File: config.mk
export PLATFORM = sky130hd
export DESIGN_NAME = top_level
export DESIGN_NICKNAME = d
export VERILOG_FILES = /design/src/rtl/top_level_pkg.sv /design/src/rtl/top_level_pbit_node.sv /design/src/rtl/top_level.sv
export SDC_FILE = /design/constraint.sdc
export NUM_CORES = 1
export LEC_CHECK = 0
export BUFFER_PORTS_ARGS = -buffer_cell sky130_fd_sc_hd__clkbuf_2
export CORE_UTILIZATION = 45
export DETAILED_ROUTE_END_ITERATION = 16
export REMOVE_ABC_BUFFERS = 1
export SLEW_MARGIN = 20
export SYNTH_ARGS = -nofsm -noshare
export SYNTH_HDL_FRONTEND = slang
export SYNTH_SLANG_ARGS = --single-unit
File: constraint.sdc
create_clock -name CLK -period 2.5 [get_ports CLK]
set_input_delay 0.25 -clock CLK [delete_from_list [all_inputs] [get_ports CLK]]
set_output_delay 0.25 -clock CLK [all_outputs]
set_load 0.005 [all_outputs]
File: src/rtl/top_level_pkg.sv
// Shared types and constants for the 3-node p-bit Ising network.
// Holds Q1.15 / 8-bit input types, tanh ROM, default weights and LFSR taps.
package top_level_pkg;

    typedef logic signed [15:0] q15_t;
    typedef logic signed [7:0]  i8_t;

    // Feedback taps q[31], q[21], q[1], q[0]
    localparam logic [31:0] LFSR_TAPS = 32'h8020_0003;

    localparam i8_t B1_DEF  = 8'sd1;
    localparam i8_t B2_DEF  = -8'sd1;
    localparam i8_t B3_DEF  = -8'sd2;
    localparam i8_t J12_DEF = -8'sd1;
    localparam i8_t J13_DEF = 8'sd2;
    localparam i8_t J23_DEF = 8'sd2;

    // round(tanh(I) * 32767) for I = -8 .. +7, index = I + 8
    localparam q15_t TANH_ROM [16] = '{
        -16'sd32767, -16'sd32767, -16'sd32767, -16'sd32764,
        -16'sd32745, -16'sd32605, -16'sd31588, -16'sd24955,
        16'sd0,      16'sd24955,  16'sd31588,  16'sd32605,
        16'sd32745,  16'sd32764,  16'sd32767,  16'sd32767
    };

    // Clamp to [-8, +7] and offset by 8 to form the ROM index
    function automatic logic [3:0] rom_idx(i8_t i);
        if (i > 8'sd7)
            return 4'd15;
        if (i < -8'sd8)
            return 4'd0;
        return {~i[3], i[2:0]};
    endfunction

    function automatic logic [31:0] lfsr_next(logic [31:0] q);
        return {q[30:0], ^(q & LFSR_TAPS)};
    endfunction

endpackage

File: src/rtl/top_level_pbit_node.sv
// One p-bit evaluator: clamp + tanh ROM + signed comparator.
// Ports: CLK, RST, load (capture I), i_in (field), r (sample), t (tanh), bit_out.
module pbit_node
    import top_level_pkg::*;
(
    input  logic               CLK,
    input  logic               RST,
    input  logic               load,
    input  logic signed [7:0]  i_in,
    input  logic signed [15:0] r,
    output logic signed [15:0] t,
    output logic               bit_out
);

    // Registered clamped input, kept in offset (ROM index) form
    logic [3:0] idx;

    always_ff @(posedge CLK) begin
        if (RST)
            idx <= 4'd8;
        else if (load)
            idx <= rom_idx(i_in);
    end

    assign t       = TANH_ROM[idx];
    assign bit_out = (t > r);

endmodule

File: src/rtl/top_level.sv
// 3-node p-bit Ising network, Gibbs-sampled one node per two cycles.
// Ports: CLK, RST (sync, active-high), out1..out3 (1 = spin +1, 0 = spin -1).
module top_level
    import top_level_pkg::*;
#(
    parameter logic [31:0]        LFSR_SEED = 32'hACE1_2345,
    parameter logic signed [7:0]  B1  = B1_DEF,
    parameter logic signed [7:0]  B2  = B2_DEF,
    parameter logic signed [7:0]  B3  = B3_DEF,
    parameter logic signed [7:0]  J12 = J12_DEF,
    parameter logic signed [7:0]  J13 = J13_DEF,
    parameter logic signed [7:0]  J23 = J23_DEF
) (
    input  logic CLK,
    input  logic RST,
    output logic out1,
    output logic out2,
    output logic out3
);

    logic [31:0] lfsr;
    logic [2:0]  phase;
    i8_t         field;
    q15_t        r_smp;
    logic        node_bit;

    // Coupling contribution J * m for a bipolar spin stored as a bit
    function automatic i8_t jm(i8_t j, logic s);
        return s ? j : i8_t'(-j);
    endfunction

    // Local field for the node selected by phase[2:1]
    always_comb begin
        field = '0;
        case (phase[2:1])
            2'd0: field = B1 + jm(J12, out2) + jm(J13, out3);
            2'd1: field = B2 + jm(J12, out1) + jm(J23, out3);
            2'd2: field = B3 + jm(J13, out1) + jm(J23, out2);
            default: field = '0;
        endcase
    end

    assign r_smp = q15_t'(lfsr[15:0]);

    pbit_node u_node (
        .CLK     (CLK),
        .RST     (RST),
        .load    (~phase[0]),
        .i_in    (field),
        .r       (r_smp),
        .t       (),
        .bit_out (node_bit)
    );

    always_ff @(posedge CLK) begin
        if (RST) begin
            lfsr  <= LFSR_SEED;
            phase <= 3'd0;
            out1  <= 1'b0;
            out2  <= 1'b0;
            out3  <= 1'b0;
        end else begin
            lfsr  <= lfsr_next(lfsr);
            phase <= (phase == 3'd5) ? 3'd0 : phase + 3'd1;
            case (phase)
                3'd1: out1 <= node_bit;
                3'd3: out2 <= node_bit;
                3'd5: out3 <= node_bit;
                default: ;
            endcase
        end
    end

endmodule

==> results.json <==
{
  "die_h_um": 69.1,
  "startpoint": "u_node.idx[0]",
  "p_leak_nw": 1.07,
  "clock_path_buffers": 2,
  "reg2reg_depth": 11,
  "synth_cell_type_count": 36,
  "crit_path_frequent_cell": "ha_4",
  "finalPower_mw": 1.81,
  "grt_pass1_vias": 1407,
  "hold_path.class": "flop to flop",
  "max_slew.worst_pin.slew_ps": 681,
  "start_util_pct": 46.6,
  "cp-end-kind": "flop",
  "fp.coreArea_sq_um": 4350,
  "synthFlopType": "dfxtp_1",
  "drtAntennaViolNets": 0,
  "synth-adder-area-share_pct": 17.9,
  "antenna_found_initial": 0,
  "nets": 270,
  "postPlaceCellArea_sq_um": 2140,
  "synth_top_family_by_area": "simple AND/OR/NAND/NOR gates",
  "gp_congestion": 0.806,
  "htree_num_levels": 2,
  "fin_hold_ws_ps": 411,
  "crit_path_top_delay_cell": "dfxtp_2",
  "reg2reg_from": "u_node.idx[0]",
  "cp_cell_sequence": "buf_6 -> ha_4 -> a21oi_4 -> nor2_4 -> ha_4 -> nand4_1 -> nor2_1 -> a221o_1 -> a211oi_2 -> xor2_1 -> a41o_1",
  "skew_ps": 5.09,
  "synth_warnings": 0,
  "drive_above_1_share_pct": 23.8,
  "worstReg2RegEnd": "out3",
  "hold_viol_final": 0,
  "insertedDiodeCount": 0,
  "post-place-ws_ps": -14.1,
  "slew_viol_final": 0,
  "setup_ws_ps": 153,
  "ir_drop_mv": 0.415,
  "crit_type": "flop to flop",
  "synthArstFlopShare_pct": 0,
  "fmax_mhz": 426,
  "startpoint_type": "flop",
  "vias_per_cell": 4.93,
  "io-pin-count": 5,
  "worst-r2r-setup-slack_ps": 150,
  "ys_seq_elements": 42,
  "die_x_um": 69.1,
  "dieArea_sq_um": 4780,
  "synth.area.mux_share_pct": 0,
  "io_buffer_count": 4,
  "synth_edf_count": 0,
  "grt-ovfl-total": 0,
  "syn_area_sq_um": 2030,
  "setup_violations": 0,
  "grt_start_max_net_pins": 41,
  "syn_inst": 228,
  "post-route-util_pct": 55.6,
  "synth-compound-area-share_pct": 12.7,
  "synth-xor-area-share_pct": 3.02,
  "yosys.area_share.simple_pct": 18.6,
  "wl_per_cell_um": 12.4,
  "fillerInstances": 378,
  "syn_to_final_growth_pct": 19.4,
  "track_usage_pct": 16.3,
  "cts_root_buf": "clkbuf_8",
  "timing.critical_path.to": "out3",
  "first_pass_iters": 4,
  "worstSkewPairLatency_ps": 290,
  "drtIter0Drc": 47,
  "fin_crit_ps": 2350,
  "cp_max_fo": 3,
  "worst_ep_required_time_ps": 2740,
  "timing.final.crit_share_pct": 93.9,
  "powerDensity_nw_per_um2": 747,
  "drt_wl_total_um": 3630,
  "max_stage_delay_ps": 360,
  "num_rows": 24,
  "tritoncts": "built",
  "outcome": "finished clean",
  "ys_seq_area_share_pct": 41.5,
  "cts_sinks": 42,
  "cts_buffers": 5,
  "clk_pin_slew_ps": 80,
  "dp_hpwl_um": 2460,
  "grt_first_pass_wirelength_um": 6220,
  "maxCapViolCount": 0,
  "crit_arrival_ps": 2590,
  "dr_total_vias": 1440,
  "slew_headroom_pct": 54.6,
  "design_area_sq_um": 2420,
  "avgSynthCellArea_sq_um": 8.90,
  "drc": 0
}
## how the worst min path moves through the flow
stage,startpoint,end,cells past startpoint
after global placement,lfsr[25],lfsr[26],1
after detailed placement,lfsr[28],lfsr[29],1
final,lfsr[26],lfsr[27],1
after global routing,lfsr[22],lfsr[23],1
after CTS,lfsr[28],lfsr[29],1
after floorplan,RST,lfsr[10],1
## per-stage QoR
step | TNS [ps] | std cells
after floorplan | 0 | 219
after global placement | 0 | 283
after detailed placement | -14.1 | 283
after CTS | 0 | 291
after global routing | -21.0 | 292
final | 0 | 292
## metal layers
layer	GRT usage, %	share of wire (%)	up-vias
met2	25.0	45	17
met4	6.80	1.7	0
met1	21.5	51	641
met5	0	0	-
li1	-	-	776
met3	4.39	2.4	6
## cells by family after synthesis
| group | count (synthesis) |
|---|---|
| flops | 42 |
| xor+xnor | 7 |
| simple gates | 77 |
| fa+ha+maj | 29 |
| buf+inv | 34 |
| compound gates | 39 |
## critical path, delay by kind of cell (launching register included)
kind                       cells  cell delay, ps
AOI/OAI and AO/OA              4             810
adders and majority gates      2             380
and+or+nand+nor                3             380
DFF                            1             360
xor gates and xnor gates       1             260
buffers and inverters          1             120
## Yosys cell counts, types with 2 or more instances
library cell	instances	area [sq um]
o21ai_0	5	25.0
ha_1	29	363
a211oi_1	4	30.0
nand4_1	2	12.5
a21o_1	2	15.0
inv_1	25	93.8
nor2b_1	10	62.6
or2_2	13	81.3
a21oi_1	14	70.1
xor2_1	4	35.0
nand2_1	15	56.3
nor3_1	3	15.0
nor2_1	25	93.8
a31oi_1	3	18.8
xnor2_1	3	26.3
nand3_1	3	15.0
clkbuf_1	8	30.0
dfxtp_1	42	841
## power breakdown
group / switching [mW] / internal (mW) / total (mW) / leakage [nW]
Sequential: 0.0504 / 0.728 / 0.778 / 0.350
Clock: 0.234 / 0.298 / 0.532 / 0.0514
Combinational: 0.261 / 0.238 / 0.499 / 0.671
Total: 0.545 / 1.26 / 1.81 / 1.07
## layout by cell type, fill, tap and decap left out, drive strengths merged, types with 3 or more instances in the layout
cell type and n:
inv 25, nor3 3, a211oi 5, o21ai 5, a21oi 15, nor2b 10, dfxtp 42, nor2 25
or2 13, xnor2 3, xor2 4, buf 9, a31oi 3, nand2 15, clkbuf 10, nand3 3
ha 29
## registers in the layout (all words and copies together), names as in the netlist
signal	flops
u_node.idx	4
phase	3
out1	1
out3	1
out2	1
lfsr	32
## timing repair
action	in CTS	in global routing
endpoints found under the setup margin	3	3
gates resized for setup	4	31
pin swaps	2	17
hold endpoints to repair	0	0
hold buffers	0	0
setup buffers	0	1
## area by class of cell
cell class / instances / area (sq um) / area share, %
clock buffers: 6 / 72.6 / 3.00
clock inverters: 2 / 37.5 / 1.55
inverters: 25 / 93.8 / 3.88
multi-input cells: 152 / 1210 / 49.8
flip-flops and latches: 42 / 847 / 35.0
well taps: 52 / 65.1 / 2.69
repair buffers: 13 / 98.8 / 4.08
(Power assumes the default switching activity.)
